**config.mk**
```make
export PLATFORM = sky130hd
export DESIGN_NAME = gpio_apb_arbiter_flat
export DESIGN_NICKNAME = d
export VERILOG_FILES = /design/src/rtl/gpio_apb_arbiter_if.sv /design/src/rtl/gpio_apb_arbiter.sv /design/src/flat_wrapper.sv
export SDC_FILE = /design/constraint.sdc
export NUM_CORES = 1
export LEC_CHECK = 0
export CORE_ASPECT_RATIO = 0.7
export CORE_MARGIN = 4
export CORE_UTILIZATION = 25
export DETAILED_ROUTE_END_ITERATION = 16
export PLACE_DENSITY = 0.7
export SLEW_MARGIN = 20
export SYNTH_ARGS = -nofsm -noshare
export SYNTH_HDL_FRONTEND = slang
export SYNTH_SLANG_ARGS = --single-unit
```
**constraint.sdc**
```tcl
create_clock -name clk -period 6 [get_ports clk]
set_input_delay 0.6 -clock clk [delete_from_list [all_inputs] [get_ports clk]]
set_output_delay 0.6 -clock clk [all_outputs]
set_load 0.005 [all_outputs]
```
**src/rtl/gpio_apb_arbiter_if.sv**
```systemverilog
// Requester command/response lanes and APB master signals shared by the GPIO arbiter.
// The master modport is the arbiter side; the slave modport is the requesters plus APB slave.
interface gpio_apb_arbiter_if #(
    parameter int NUM_REQ = 4,
    parameter int ADDR_W  = 12
);
    logic [NUM_REQ-1:0]        req_valid;
    logic [NUM_REQ-1:0]        req_ready;
    logic [NUM_REQ-1:0]        req_write;
    logic [NUM_REQ*ADDR_W-1:0] req_addr;
    logic [NUM_REQ*32-1:0]     req_wdata;
    logic [NUM_REQ*4-1:0]      req_strb;
    logic [NUM_REQ-1:0]        rsp_valid;
    logic [31:0]               rsp_rdata;
    logic                      rsp_slverr;
    logic [ADDR_W-1:0]         paddr;
    logic                      pwrite;
    logic                      psel;
    logic                      penable;
    logic [3:0]                pstrb;
    logic [31:0]               pwdata;
    logic [31:0]               prdata;
    logic                      pready;
    logic                      pslverr;

    modport master (
        input  req_valid, req_write, req_addr, req_wdata, req_strb,
        input  prdata, pready, pslverr,
        output req_ready, rsp_valid, rsp_rdata, rsp_slverr,
        output paddr, pwrite, psel, penable, pstrb, pwdata
    );

    modport slave (
        output req_valid, req_write, req_addr, req_wdata, req_strb,
        output prdata, pready, pslverr,
        input  req_ready, rsp_valid, rsp_rdata, rsp_slverr,
        input  paddr, pwrite, psel, penable, pstrb, pwdata
    );
endinterface

```
**src/rtl/gpio_apb_arbiter.sv**
```systemverilog
// Round-robin arbiter feeding one APB master sequencer in front of the GPIO register slave.
// Each accepted command runs SETUP/ACCESS; a wait-state timeout aborts a stalled transfer.
module gpio_apb_arbiter #(
    parameter int NUM_REQ        = 4,
    parameter int ADDR_W         = 12,
    parameter int TIMEOUT_CYCLES = 16
) (
    input  logic                 clk,
    input  logic                 rst_n,
    gpio_apb_arbiter_if.master   bus
);
    localparam int unsigned N     = NUM_REQ;
    localparam int PTR_W          = (NUM_REQ > 1) ? $clog2(NUM_REQ) : 1;
    localparam int CNT_W          = (TIMEOUT_CYCLES > 1) ? $clog2(TIMEOUT_CYCLES) : 1;
    localparam logic [CNT_W-1:0] CNT_LIMIT =
        CNT_W'((TIMEOUT_CYCLES > 0) ? TIMEOUT_CYCLES - 1 : 0);

    typedef enum logic [1:0] {S_IDLE, S_SETUP, S_ACCESS} state_t;

    state_t             r_state;
    state_t             w_state_nxt;
    logic [PTR_W-1:0]   r_ptr;
    logic [PTR_W-1:0]   r_owner;
    logic               r_write;
    logic [ADDR_W-1:0]  r_addr;
    logic [31:0]        r_wdata;
    logic [3:0]         r_strb;
    logic [CNT_W-1:0]   r_cnt;
    logic [NUM_REQ-1:0] r_rsp_valid;
    logic [31:0]        r_rdata;
    logic               r_slverr;

    logic [PTR_W-1:0]   w_winner;
    logic [PTR_W-1:0]   w_cand;
    logic               w_found;
    logic               w_accept;
    logic               w_done;
    logic               w_abort;
    int unsigned        w_idx;

    // First valid requester strictly after the pointer, wrapping around.
    always_comb begin
        w_found  = 1'b0;
        w_winner = '0;
        w_cand   = '0;
        w_idx    = 0;
        for (int unsigned i = 1; i <= N; i++) begin
            w_idx = 32'(r_ptr) + i;
            if (w_idx >= N) w_idx = w_idx - N;
            w_cand = PTR_W'(w_idx);
            if (!w_found && bus.req_valid[w_cand]) begin
                w_found  = 1'b1;
                w_winner = w_cand;
            end
        end
    end

    assign w_accept = (r_state == S_IDLE) && w_found;

    always_comb begin
        w_state_nxt = r_state;
        w_done      = 1'b0;
        w_abort     = 1'b0;
        unique case (r_state)
            S_IDLE:   if (w_found) w_state_nxt = S_SETUP;
            S_SETUP:  w_state_nxt = S_ACCESS;
            S_ACCESS: begin
                if (bus.pready) begin
                    w_done      = 1'b1;
                    w_state_nxt = S_IDLE;
                end else if ((TIMEOUT_CYCLES != 0) && (r_cnt == CNT_LIMIT)) begin
                    w_abort     = 1'b1;
                    w_state_nxt = S_IDLE;
                end
            end
            default:  w_state_nxt = S_IDLE;
        endcase
    end

    always_ff @(posedge clk or negedge rst_n) begin
        if (!rst_n) begin
            r_state     <= S_IDLE;
            r_ptr       <= PTR_W'(NUM_REQ - 1);
            r_owner     <= '0;
            r_write     <= 1'b0;
            r_addr      <= '0;
            r_wdata     <= '0;
            r_strb      <= '0;
            r_cnt       <= '0;
            r_rsp_valid <= '0;
            r_rdata     <= '0;
            r_slverr    <= 1'b0;
        end else begin
            r_state     <= w_state_nxt;
            r_rsp_valid <= '0;
            if (w_accept) begin
                r_ptr   <= w_winner;
                r_owner <= w_winner;
                r_write <= bus.req_write[w_winner];
                r_addr  <= bus.req_addr[w_winner*ADDR_W +: ADDR_W];
                r_wdata <= bus.req_wdata[w_winner*32 +: 32];
                r_strb  <= bus.req_write[w_winner] ? bus.req_strb[w_winner*4 +: 4] : 4'h0;
            end
            if (r_state == S_SETUP) begin
                r_cnt <= '0;
            end else if ((r_state == S_ACCESS) && !bus.pready) begin
                r_cnt <= r_cnt + CNT_W'(1);
            end
            if (w_done) begin
                r_rsp_valid <= NUM_REQ'(1) << r_owner;
                r_rdata     <= r_write ? 32'h0 : bus.prdata;
                r_slverr    <= bus.pslverr;
            end else if (w_abort) begin
                r_rsp_valid <= NUM_REQ'(1) << r_owner;
                r_rdata     <= 32'h0;
                r_slverr    <= 1'b1;
            end
        end
    end

    assign bus.req_ready  = w_accept ? (NUM_REQ'(1) << w_winner) : '0;
    assign bus.psel       = (r_state != S_IDLE);
    assign bus.penable    = (r_state == S_ACCESS);
    assign bus.paddr      = r_addr;
    assign bus.pwrite     = r_write;
    assign bus.pwdata     = r_wdata;
    assign bus.pstrb      = r_strb;
    assign bus.rsp_valid  = r_rsp_valid;
    assign bus.rsp_rdata  = r_rdata;
    assign bus.rsp_slverr = r_slverr;
endmodule
```
**src/flat_wrapper.sv**
```systemverilog
// flat-port wrapper written by rule: the top's interface ports become plain ports
module gpio_apb_arbiter_flat 
#(
    parameter int NUM_REQ        = 4,
    parameter int ADDR_W         = 12,
    parameter int TIMEOUT_CYCLES = 16
)
  (clk, rst_n, bus_req_valid, bus_req_write, bus_req_addr, bus_req_wdata, bus_req_strb, bus_prdata, bus_pready, bus_pslverr, bus_req_ready, bus_rsp_valid, bus_rsp_rdata, bus_rsp_slverr, bus_paddr, bus_pwrite, bus_psel, bus_penable, bus_pstrb, bus_pwdata);
  gpio_apb_arbiter_if #(.NUM_REQ(NUM_REQ), .ADDR_W(ADDR_W)) bus_i ();
  input  logic clk;
  input  logic rst_n;
  input wire logic [$bits(bus_i.req_valid)-1:0] bus_req_valid;
  input wire logic [$bits(bus_i.req_write)-1:0] bus_req_write;
  input wire logic [$bits(bus_i.req_addr)-1:0] bus_req_addr;
  input wire logic [$bits(bus_i.req_wdata)-1:0] bus_req_wdata;
  input wire logic [$bits(bus_i.req_strb)-1:0] bus_req_strb;
  input wire logic [$bits(bus_i.prdata)-1:0] bus_prdata;
  input wire logic [$bits(bus_i.pready)-1:0] bus_pready;
  input wire logic [$bits(bus_i.pslverr)-1:0] bus_pslverr;
  output wire logic [$bits(bus_i.req_ready)-1:0] bus_req_ready;
  output wire logic [$bits(bus_i.rsp_valid)-1:0] bus_rsp_valid;
  output wire logic [$bits(bus_i.rsp_rdata)-1:0] bus_rsp_rdata;
  output wire logic [$bits(bus_i.rsp_slverr)-1:0] bus_rsp_slverr;
  output wire logic [$bits(bus_i.paddr)-1:0] bus_paddr;
  output wire logic [$bits(bus_i.pwrite)-1:0] bus_pwrite;
  output wire logic [$bits(bus_i.psel)-1:0] bus_psel;
  output wire logic [$bits(bus_i.penable)-1:0] bus_penable;
  output wire logic [$bits(bus_i.pstrb)-1:0] bus_pstrb;
  output wire logic [$bits(bus_i.pwdata)-1:0] bus_pwdata;
  assign bus_i.req_valid = bus_req_valid;
  assign bus_i.req_write = bus_req_write;
  assign bus_i.req_addr = bus_req_addr;
  assign bus_i.req_wdata = bus_req_wdata;
  assign bus_i.req_strb = bus_req_strb;
  assign bus_i.prdata = bus_prdata;
  assign bus_i.pready = bus_pready;
  assign bus_i.pslverr = bus_pslverr;
  assign bus_req_ready = bus_i.req_ready;
  assign bus_rsp_valid = bus_i.rsp_valid;
  assign bus_rsp_rdata = bus_i.rsp_rdata;
  assign bus_rsp_slverr = bus_i.rsp_slverr;
  assign bus_paddr = bus_i.paddr;
  assign bus_pwrite = bus_i.pwrite;
  assign bus_psel = bus_i.psel;
  assign bus_penable = bus_i.penable;
  assign bus_pstrb = bus_i.pstrb;
  assign bus_pwdata = bus_i.pwdata;
  gpio_apb_arbiter #(.NUM_REQ(NUM_REQ), .ADDR_W(ADDR_W), .TIMEOUT_CYCLES(TIMEOUT_CYCLES)) u_core (.clk(clk), .rst_n(rst_n), .bus(bus_i));
endmodule
```
After elaboration in Yosys (flattened, before gate mapping)
Index checks and enable logic that the tools add are counted.
{"block": "totals", "ff_bits": 96, "out_inout_bits": 92, "elab_cells": 96, "input_bits": 236}
{"block": "classes", "muxes": 42, "shifts": 5, "reduce_logical": 14, "n_lt_le_gt_ge": 9, "n_mul": 1, "add_sub_neg": 9, "eq_ne": 5}
{"operator": "128-bit by 8-bit variable part select with 32-bit output", "n": 1}
{"operator": "32-bit 2-to-1 mux", "n": 3}
{"operator": "48-bit by 7-bit variable part select with 12-bit output", "n": 1}
{"operator": "4-bit 2-to-1 mux", "n": 6}
{"operator": "2-bit 2-to-1 mux", "n": 11}
{"operator": "1-bit 2-to-1 mux", "n": 16}
{"operator": "16-bit by 5-bit variable part select with 4-bit output", "n": 1}
{"operator": "2-bit by 3-bit less-than comparator with 1-bit output (second input constant)", "n": 5}
{"operator": "1-bit binary-select mux with 2-bit select", "n": 5}
{"operator": "3-bit >= comparator (second input constant)", "n": 3}
{"operator": "1-bit by 2-bit left shift with 4-bit output (first input constant)", "n": 2}
{"operator": "2-bit by 1-bit subtractor with 2-bit output (second input constant)", "n": 4}
{"operator": "2-bit by 2-bit adder with 3-bit output (second input constant)", "n": 2}
{"operator": "2-bit case mux with 3 select lines", "n": 1}
{"operator": "2-bit nonzero test", "n": 3}
{"operator": "1-bit logical AND", "n": 5}
{"operator": "2-bit by 3-bit adder with 4-bit output (second input constant)", "n": 1}
{"operator": "4-bit by 1-bit adder with 4-bit output (second input constant)", "n": 1}
{"operator": "4-bit equality test (second input constant)", "n": 1}
{"operator": "4-bit by 3-bit >= comparator with 1-bit output (second input constant)", "n": 1}
{"operator": "1-bit zero test", "n": 4}
{"operator": "2-bit by 2-bit multiplier with 4-bit output (second input constant)", "n": 1}
{"operator": "2-bit by 1-bit adder with 3-bit output (second input constant)", "n": 1}
{"operator": "3-bit by 2-bit != test with 1-bit output (second input constant)", "n": 1}
{"operator": "other kinds (5)", "n": 5}

Logic depth before layout (Yosys ltp)
Gate-level depths: netlist of run 1.
{"block": "logic_depth", "depth_word": 18, "mapped_depth": 9}

Worst setup path before layout of run 1
Ideal clock, no wire load.
{"block": "synth_timing", "kind": "input port to output port", "start": "in bus_req_valid[0]", "end": "out bus_req_ready[0]", "path_buffers": 2, "required_ns": 5.400, "slack_ns": 3.632, "arrival_time_ns": 1.768, "stages": 6, "cell_sequence": "buf_2 -> nor2_1 -> o21ai_1 -> o31ai_4 -> clkbuf_1 -> nor2_1"}
{"block": "synth_via", "elab_chain_len": 14, "word_cells_on_any_way": 25, "cone_classes": "shift: 1; mux: 17; reduce/logical: 7"}
{"item": "start, declared", "line": "flat_wrapper.sv:12", "text": "input wire logic [$bits(bus_i.req_valid)-1:0] bus_req_valid;"}
{"item": "1-bit binary-select mux with 2-bit select", "line": "gpio_apb_arbiter.sv:51", "text": "if (!w_found && bus.req_valid[w_cand]) begin"}
{"item": "1-bit 2-to-1 mux (not written as such)", "line": "gpio_apb_arbiter.sv:51"}
{"item": "1-bit 2-to-1 mux", "line": "gpio_apb_arbiter.sv:51"}
{"item": "1-bit zero test", "line": "gpio_apb_arbiter.sv:51"}
{"item": "1-bit logical AND", "line": "gpio_apb_arbiter.sv:51"}
{"item": "1-bit 2-to-1 mux", "line": "gpio_apb_arbiter.sv:51"}
{"item": "1-bit zero test", "line": "gpio_apb_arbiter.sv:51"}
{"item": "1-bit logical AND", "line": "gpio_apb_arbiter.sv:51"}
{"item": "1-bit 2-to-1 mux", "line": "gpio_apb_arbiter.sv:51"}
{"item": "1-bit zero test", "line": "gpio_apb_arbiter.sv:51"}
{"item": "1-bit logical AND", "line": "gpio_apb_arbiter.sv:51"}
{"item": "2-bit 2-to-1 mux / 1-bit 2-to-1 mux (equally long branches)", "line": "gpio_apb_arbiter.sv:51"}
{"item": "1-bit by 2-bit left shift with 4-bit output / 1-bit logical AND (equally long branches)", "line": "gpio_apb_arbiter.sv:121, gpio_apb_arbiter.sv:58"}
{"item": "4-bit 2-to-1 mux *", "line": "gpio_apb_arbiter.sv:121", "text": "assign bus.req_ready = w_accept ? (NUM_REQ'(1) << w_winner) : '0;"}
{"item": "end, declared", "line": "flat_wrapper.sv:20", "text": "output wire logic [$bits(bus_i.req_ready)-1:0] bus_req_ready;"}
Mark *: on every way between the ends. The rest lies on a longest branch, timed or not. The select of a mux whose other input is x is not followed.

Final worst setup path of run 1
{"block": "layout_timing", "start": "in bus_req_valid[0]", "end": "out bus_req_ready[3]"}
Same word-level chain as after synthesis.

==> summary.md, run 1 <==
| Metric | Value |
|---|---|
| Hold buffer count at CTS | `0` |
| CORE AREA | `0.0207 sq mm` |
| Synth cell count leaders | `dfrtp_1 (94), o21ai_0 (48), a21oi_1 (46)` |
| Static Leak | `3.61 nW` |
| Post-synth ARST share | `100%` |
| Worst Hold Class | `input pin to asynchronous set/reset pin` |
| VDD IR max | `0.200 mV` |
| Max Cap Viol | `0` |
| Startpoint Class | `input pin` |
| H-tree Lvls | `3` |
| Pwr Density | `421 mW/mm^2` |
| Final Hold Viols | `0` |
| Worst-path clk slew | `70 ps` |
| Total Power | `0.00383 W` |
| Number of flops mapped to enable cells by yosys | `0` |
| Total die area | `0.0234 sq mm` |
| Relative slew slack | `43.6%` |
| Syn. warnings | `0` |
| Latest clock arrival within the worst-skew pair | `350 ps` |
| Worst slew pin tran | `840 ps` |
| Via count | `5587` |
| Critical Path End Type | `output port` |
| Setup bufs post-CTS | `0` |
| DR WL/cell | `19.8 microns` |
| Unrepaired setup endpoints after global routing | `false` |
| Fin crit period | `4030 ps` |
| Final Setup Violations | `0` |
| Die Ht | `129 microns` |
| Layout cells sized above 1 | `5.65%` |
| Top cells by area, synth | `dfrtp_1 (45%), a221o_1 (8.4%), mux2_1 (8.1%), a22o_1 (5.3%), o21ai_0 (4.6%)` |
| Predominant post-synthesis flop cell | `dfrtp_1` |
| CTS Root Cell | `clkbuf_16` |
| Fin nets | `1046` |
| CP required | `5400 ps` |
| Total GRT Usage | `17.2%` |
| Syn avg cell area | `10.2 sq um` |
| Mapped cell area | `0.00525 sq mm` |
| Clk buf depth | `2` |
| Die span in x | `181 microns` |
| Largest area contributor in the netlist | `dfrtp_1` |
| Vias in the first global route | `5502` |
| Site Rows | `44` |
| Skew final | `15.4 ps` |
| Slew Limit Fails | `0` |
| DP Worst Slack | `1990 ps` |
| PostCTS Resize Cnt | `0` |
| First-pass DRT Iterations | `5` |
| DR iter-0 viols | `326` |
| FF+latch count, synth | `96` |
| Number of buffers added on ports | `327` |
| TNS Setup | `0 ps` |
| Area grow syn2layout | `73.0%` |
| DRC Markers | `0` |
| Clk sinks | `96` |
| Count leader, synth | `dfrtp_1` |
| Final HPWL DP | `15.8 mm` |
| Post-synthesis sequential area ratio | `45.8%` |
| Post-synth cell types | `45` |
| Initial core utilization | `25.4%` |
| Vias per cell | `5.12` |
| Run status | `completed` |
| Antenna violations before repair | `2` |
| GRT overflow | `0` |
| CP Max Fanout | `33` |
| Worst hold margin | `212 ps` |
| Routed WL | `21.6 mm` |
| Fin util | `43.9%` |
| Top Ports | `328` |
| Final Cycle Share | `67.1%` |
| Antenna Violating Nets Remaining | `0` |
| First-pass GRT wire length | `32.1 mm` |
| CTS tree | `yes` |
| Syn Nets | `750` |
| WS Path Type | `input pin to output port` |
| Area share of the largest cell type after synthesis | `44.8%` |
| Clock buffer count from CTS | `9` |
| Crit path arrival time | `3430 ps` |
| Max Fclk | `248 MHz` |
| Placer congestion estimate | `0.834` |
| PnR worst setup slack | `1970 ps` |
| Synth Instances | `513` |
| Largest net degree at the start of global routing | `62` |
[flip-flops by register name, summed over array words and instances, names as in the netlist]
register	cells
u_core.bus.pwdata	32
u_core.bus.rsp_rdata	32
u_core.bus.paddr	12
u_core.bus.pstrb	4
u_core.bus.rsp_valid	4
u_core.r_cnt	4
u_core.r_owner	2
u_core.r_ptr	2
u_core.r_state	2
u_core.bus.pwrite	1
u_core.bus.rsp_slverr	1
[final cells by class]
class	count	area (sq um)
antenna	2	5.00
clock inverter	7	92.6
timing repair buffer	336	3370
clock buffer	9	225
fill	1985	11600
sequential	96	2400
multi-input combinational	361	2630
tap	276	345
inverter	5	18.8
[logic make-up after synthesis]
| logic type | synth area share (%) |
|---|---|
| AO/OA/AOI/OAI | 28.5 |
| adder cells (fa/ha/maj) | 0.238 |
| buffers and inverters | 4.91 |
| flip-flops | 45.8 |
| multiplexers | 10.4 |
| AND/OR/NAND/NOR | 10.2 |
[layer usage]
| layer | GRT usage (%) | wire (microns) | vias to the layer above |
|---|---|---|---|
| li1 | - | - | 2580 |
| met3 | 4.97 | 1700 | 16 |
| met5 | 0 | 0 | - |
| met1 | 22.9 | 9370 | 2729 |
| met4 | 4.50 | 296 | 0 |
| met2 | 27.8 | 10200 | 262 |
[per-stage QoR]
stage	area [sq um]	std cells
finish	9090	1092
detailed placement	8750	1074
global route	9090	1091
global placement	8710	1072
CTS	9070	1090
floorplan	5250	513
[power breakdown]
part           internal, W  switching (W)  total (W)  leakage (nW)
sequential        0.000949       0.000201    0.00115          1.21
combinational      0.00114       0.000918    0.00206          2.24
clock             0.000336       0.000287   0.000623         0.156
total              0.00242        0.00141    0.00383          3.61
[cell usage in the layout (no fill, tap or decap), drive strengths merged, types with 4 or more instances in the layout]
master	Yosys	layout
and3	10	10
nor2	14	14
dfrtp	94	94
o21ai	50	50
a21o	4	4
a22o	32	32
inv	5	9
a211oi	10	10
nand2b	6	6
mux2i	5	5
clkbuf	36	9
nand3	45	45
buf	15	10
nand2	18	18
mux2	44	44
a21oi	47	47
clkdlybuf4s50	0	326
o31ai	5	5
a221o	44	44
[critical path, cell delays in order]
cell,delay (ps)
clkdlybuf4s50_1,690
nor2_1,120
a21o_2,430
buf_4,350
or4_4,590
nor2b_1,130
clkdlybuf4s50_1,510
[final timing paths]
check	from	endpoint	slack, ps	depth (start not counted)
max	bus_req_valid[0]	bus_req_ready[3]	1970	7
min	rst_n	u_core.bus.pwdata[24]$_DFFE_PN0P_	210	1
max reg2reg	u_core.r_state[1]$_DFFE_PN0P_	u_core.bus.pstrb[1]$_DFFE_PN0P_	2690	8
min reg2reg	u_core.bus.pstrb[0]$_DFFE_PN0P_	u_core.bus.pstrb[0]$_DFFE_PN0P_	480	2
max in group asynchronous	rst_n	u_core.bus.rsp_valid[3]$_DFF_PN0_	4590	2
min in group clk	u_core.bus.pstrb[0]$_DFFE_PN0P_	u_core.bus.pstrb[0]$_DFFE_PN0P_	480	2
No activity file was read; power rests on OpenSTA's default activity.
==> run 2, diff against run 1 <==
Settings changed: PLACE_DENSITY 0.7 to 0.72.
Clock period 6 ns to 3.5 ns, I/O delays scaled along.
==> summary.md, run 2 (same netlist as run 1, synthesis figures left out) <==
| Metric | Value |
|---|---|
| Run status | `completed` |
| Total Power | `0.00648 W` |
| Fin crit period | `3030 ps` |
| Site Rows | `44` |
| Clk buf depth | `2` |
| DR iter-0 viols | `310` |
| PnR worst setup slack | `467 ps` |
| Hold buffer count at CTS | `1` |
| Worst slew pin tran | `724 ps` |
| Relative slew slack | `51.4%` |
| VDD IR max | `0.291 mV` |
| GRT overflow | `0` |
| Latest clock arrival within the worst-skew pair | `350 ps` |
| CP Cell Sequence | `or2_1, a21o_2, or4_4, nor2b_1, clkdlybuf4s50_1` |
| Unrepaired setup endpoints after global routing | `false` |
| Slew Limit Fails | `0` |
| WS Path Type | `flop to output port` |
| Skew final | `7.30 ps` |
| Placer congestion estimate | `0.807` |
| CORE AREA | `0.0207 sq mm` |
| Clk sinks | `96` |
| Antenna Violating Nets Remaining | `0` |
| H-tree Lvls | `3` |
| Max Cap Viol | `0` |
| Routed WL | `21.4 mm` |
| Via count | `5595` |
| Die Ht | `129 microns` |
| CP Max Fanout | `12` |
| DR WL/cell | `19.5 microns` |
| Setup crit start | `u_core.r_state[1]$_DFFE_PN0P_` |
| PostCTS Resize Cnt | `0` |
| DRC Markers | `0` |
| Startpoint Class | `flop` |
| Final Cycle Share | `86.7%` |
| CP bufs+invs | `1` |
| First-pass DRT Iterations | `5` |
| Worst-path clk slew | `70 ps` |
| Top Ports | `328` |
| R2r startpoint | `u_core.r_ptr[1]$_DFFE_PN1P_` |
| Setup bufs post-CTS | `0` |
| Area grow syn2layout | `73.2%` |
| CP required | `3150 ps` |
| Static Leak | `3.62 nW` |
| Pwr Density | `712 mW/mm^2` |
| Most frequent cells in the layout | `clkdlybuf4s50_1 (326), dfrtp_1 (94), o21ai_0 (48), a21oi_1 (46), nand3_1 (45)` |
| Antenna violations before repair | `0` |
| First-pass GRT wire length | `32.1 mm` |
| HP Start | `u_core.bus.pstrb[0]$_DFFE_PN0P_` |
| Top Family by Delay on Critical Path | `simple AND/OR/NAND/NOR gates` |
| TNS Setup | `0 ps` |
| Initial core utilization | `25.4%` |
| Worst hold margin | `486 ps` |
| Total die area | `0.0234 sq mm` |
| Clock buffer count from CTS | `9` |
| Critical Path End Type | `output port` |
| Total GRT Usage | `17.3%` |
| Largest net degree at the start of global routing | `46` |
| Number of buffers added on ports | `327` |
| DP Worst Slack | `346 ps` |
| CTS Root Cell | `clkbuf_16` |
| Final HPWL DP | `15.9 mm` |
| Layout cells sized above 1 | `6.11%` |
| Final Setup Violations | `0` |
| Diodes inserted | `0` |
| Vias per cell | `5.11` |
| Vias in the first global route | `5566` |
| Max stage delay on crit path | `570 ps` |
| Worst Hold Class | `flop to flop` |
| Fin nets | `1051` |
| Commonest non-fill, non-tap cell in the layout | `clkdlybuf4s50_1` |
| Slowest CP cell | `or4_4` |
| Max Fclk | `330 MHz` |
| Die span in x | `181 microns` |
| Final Hold Viols | `0` |
| CTS tree | `yes` |
| Crit path arrival time | `2680 ps` |
[run 2: cell types whose count changed in the layout (fill, tap and decap cells not counted)]
cell / delta
o22a_2: +1
diode_2: -2
buf_16: -1
buf_12: +2
a21o_2: +1
inv_6: -2
clkbuf_8: +1
clkinvlp_4: +1
o22a_4: -1
clkinv_4: +1
buf_4: +3
bufinv_16: -1
a21o_4: -1
dlygate4sd3_1: +1
[run 2: cell type report]
type	instances	area (sq um)
clock inverter	6	61.3
clock buffer	10	239
inverter	5	18.8
timing repair buffer	341	3420
fill	1984	11600
sequential	96	2400
multi-input combinational	361	2610
tap	276	345
[run 2: worst min-delay path, cell delays in order (launching register included)]
cell	delay, ps
dfrtp_1	340
nand2_1	50
o31ai_1	60
[run 2: metal layers]
| metal | track usage, % | wire [microns] | vias to the layer above |
|---|---|---|---|
| li1 | - | - | 2581 |
| met3 | 5.89 | 1870 | 18 |
| met1 | 22.6 | 9270 | 2733 |
| met4 | 3.97 | 252 | 0 |
| met2 | 27.9 | 9980 | 263 |
| met5 | 0 | 0 | - |
[run 2: path summary, 6_finish.rpt]
kind / slack (ps) / depth (start not counted) / end
hold reg to reg: 490 / 2 / u_core.bus.pstrb[0]$_DFFE_PN0P_
max in group asynchronous: 2160 / 3 / u_core.bus.pwdata[3]$_DFFE_PN0P_
setup reg to reg: 840 / 6 / u_core.bus.pwdata[24]$_DFFE_PN0P_
hold / removal: 490 / 2 / u_core.bus.pstrb[0]$_DFFE_PN0P_
setup / recovery: 470 / 5 / bus_req_ready[3]
min in group asynchronous: 520 / 2 / u_core.bus.pwdata[26]$_DFFE_PN0P_
[run 2: report_power, final]
| group | switching (W) | internal, W | total [W] | leakage, nW |
|---|---|---|---|---|
| Sequential | 0.000349 | 0.00163 | 0.00198 | 1.21 |
| Clock | 0.000483 | 0.000519 | 0.00100 | 0.144 |
| Combinational | 0.00154 | 0.00196 | 0.00350 | 2.26 |
[run 2: metrics by stage]
stage | utilization (%) | cells | cell area, sq um
after CTS | 43.9 | 1094 | 9080
after detailed placement | 42.4 | 1077 | 8770
after global placement | 42.4 | 1077 | 8770
after global routing | 44.0 | 1095 | 9100
final | 44.0 | 1095 | 9100
after floorplan | - | 513 | 5250
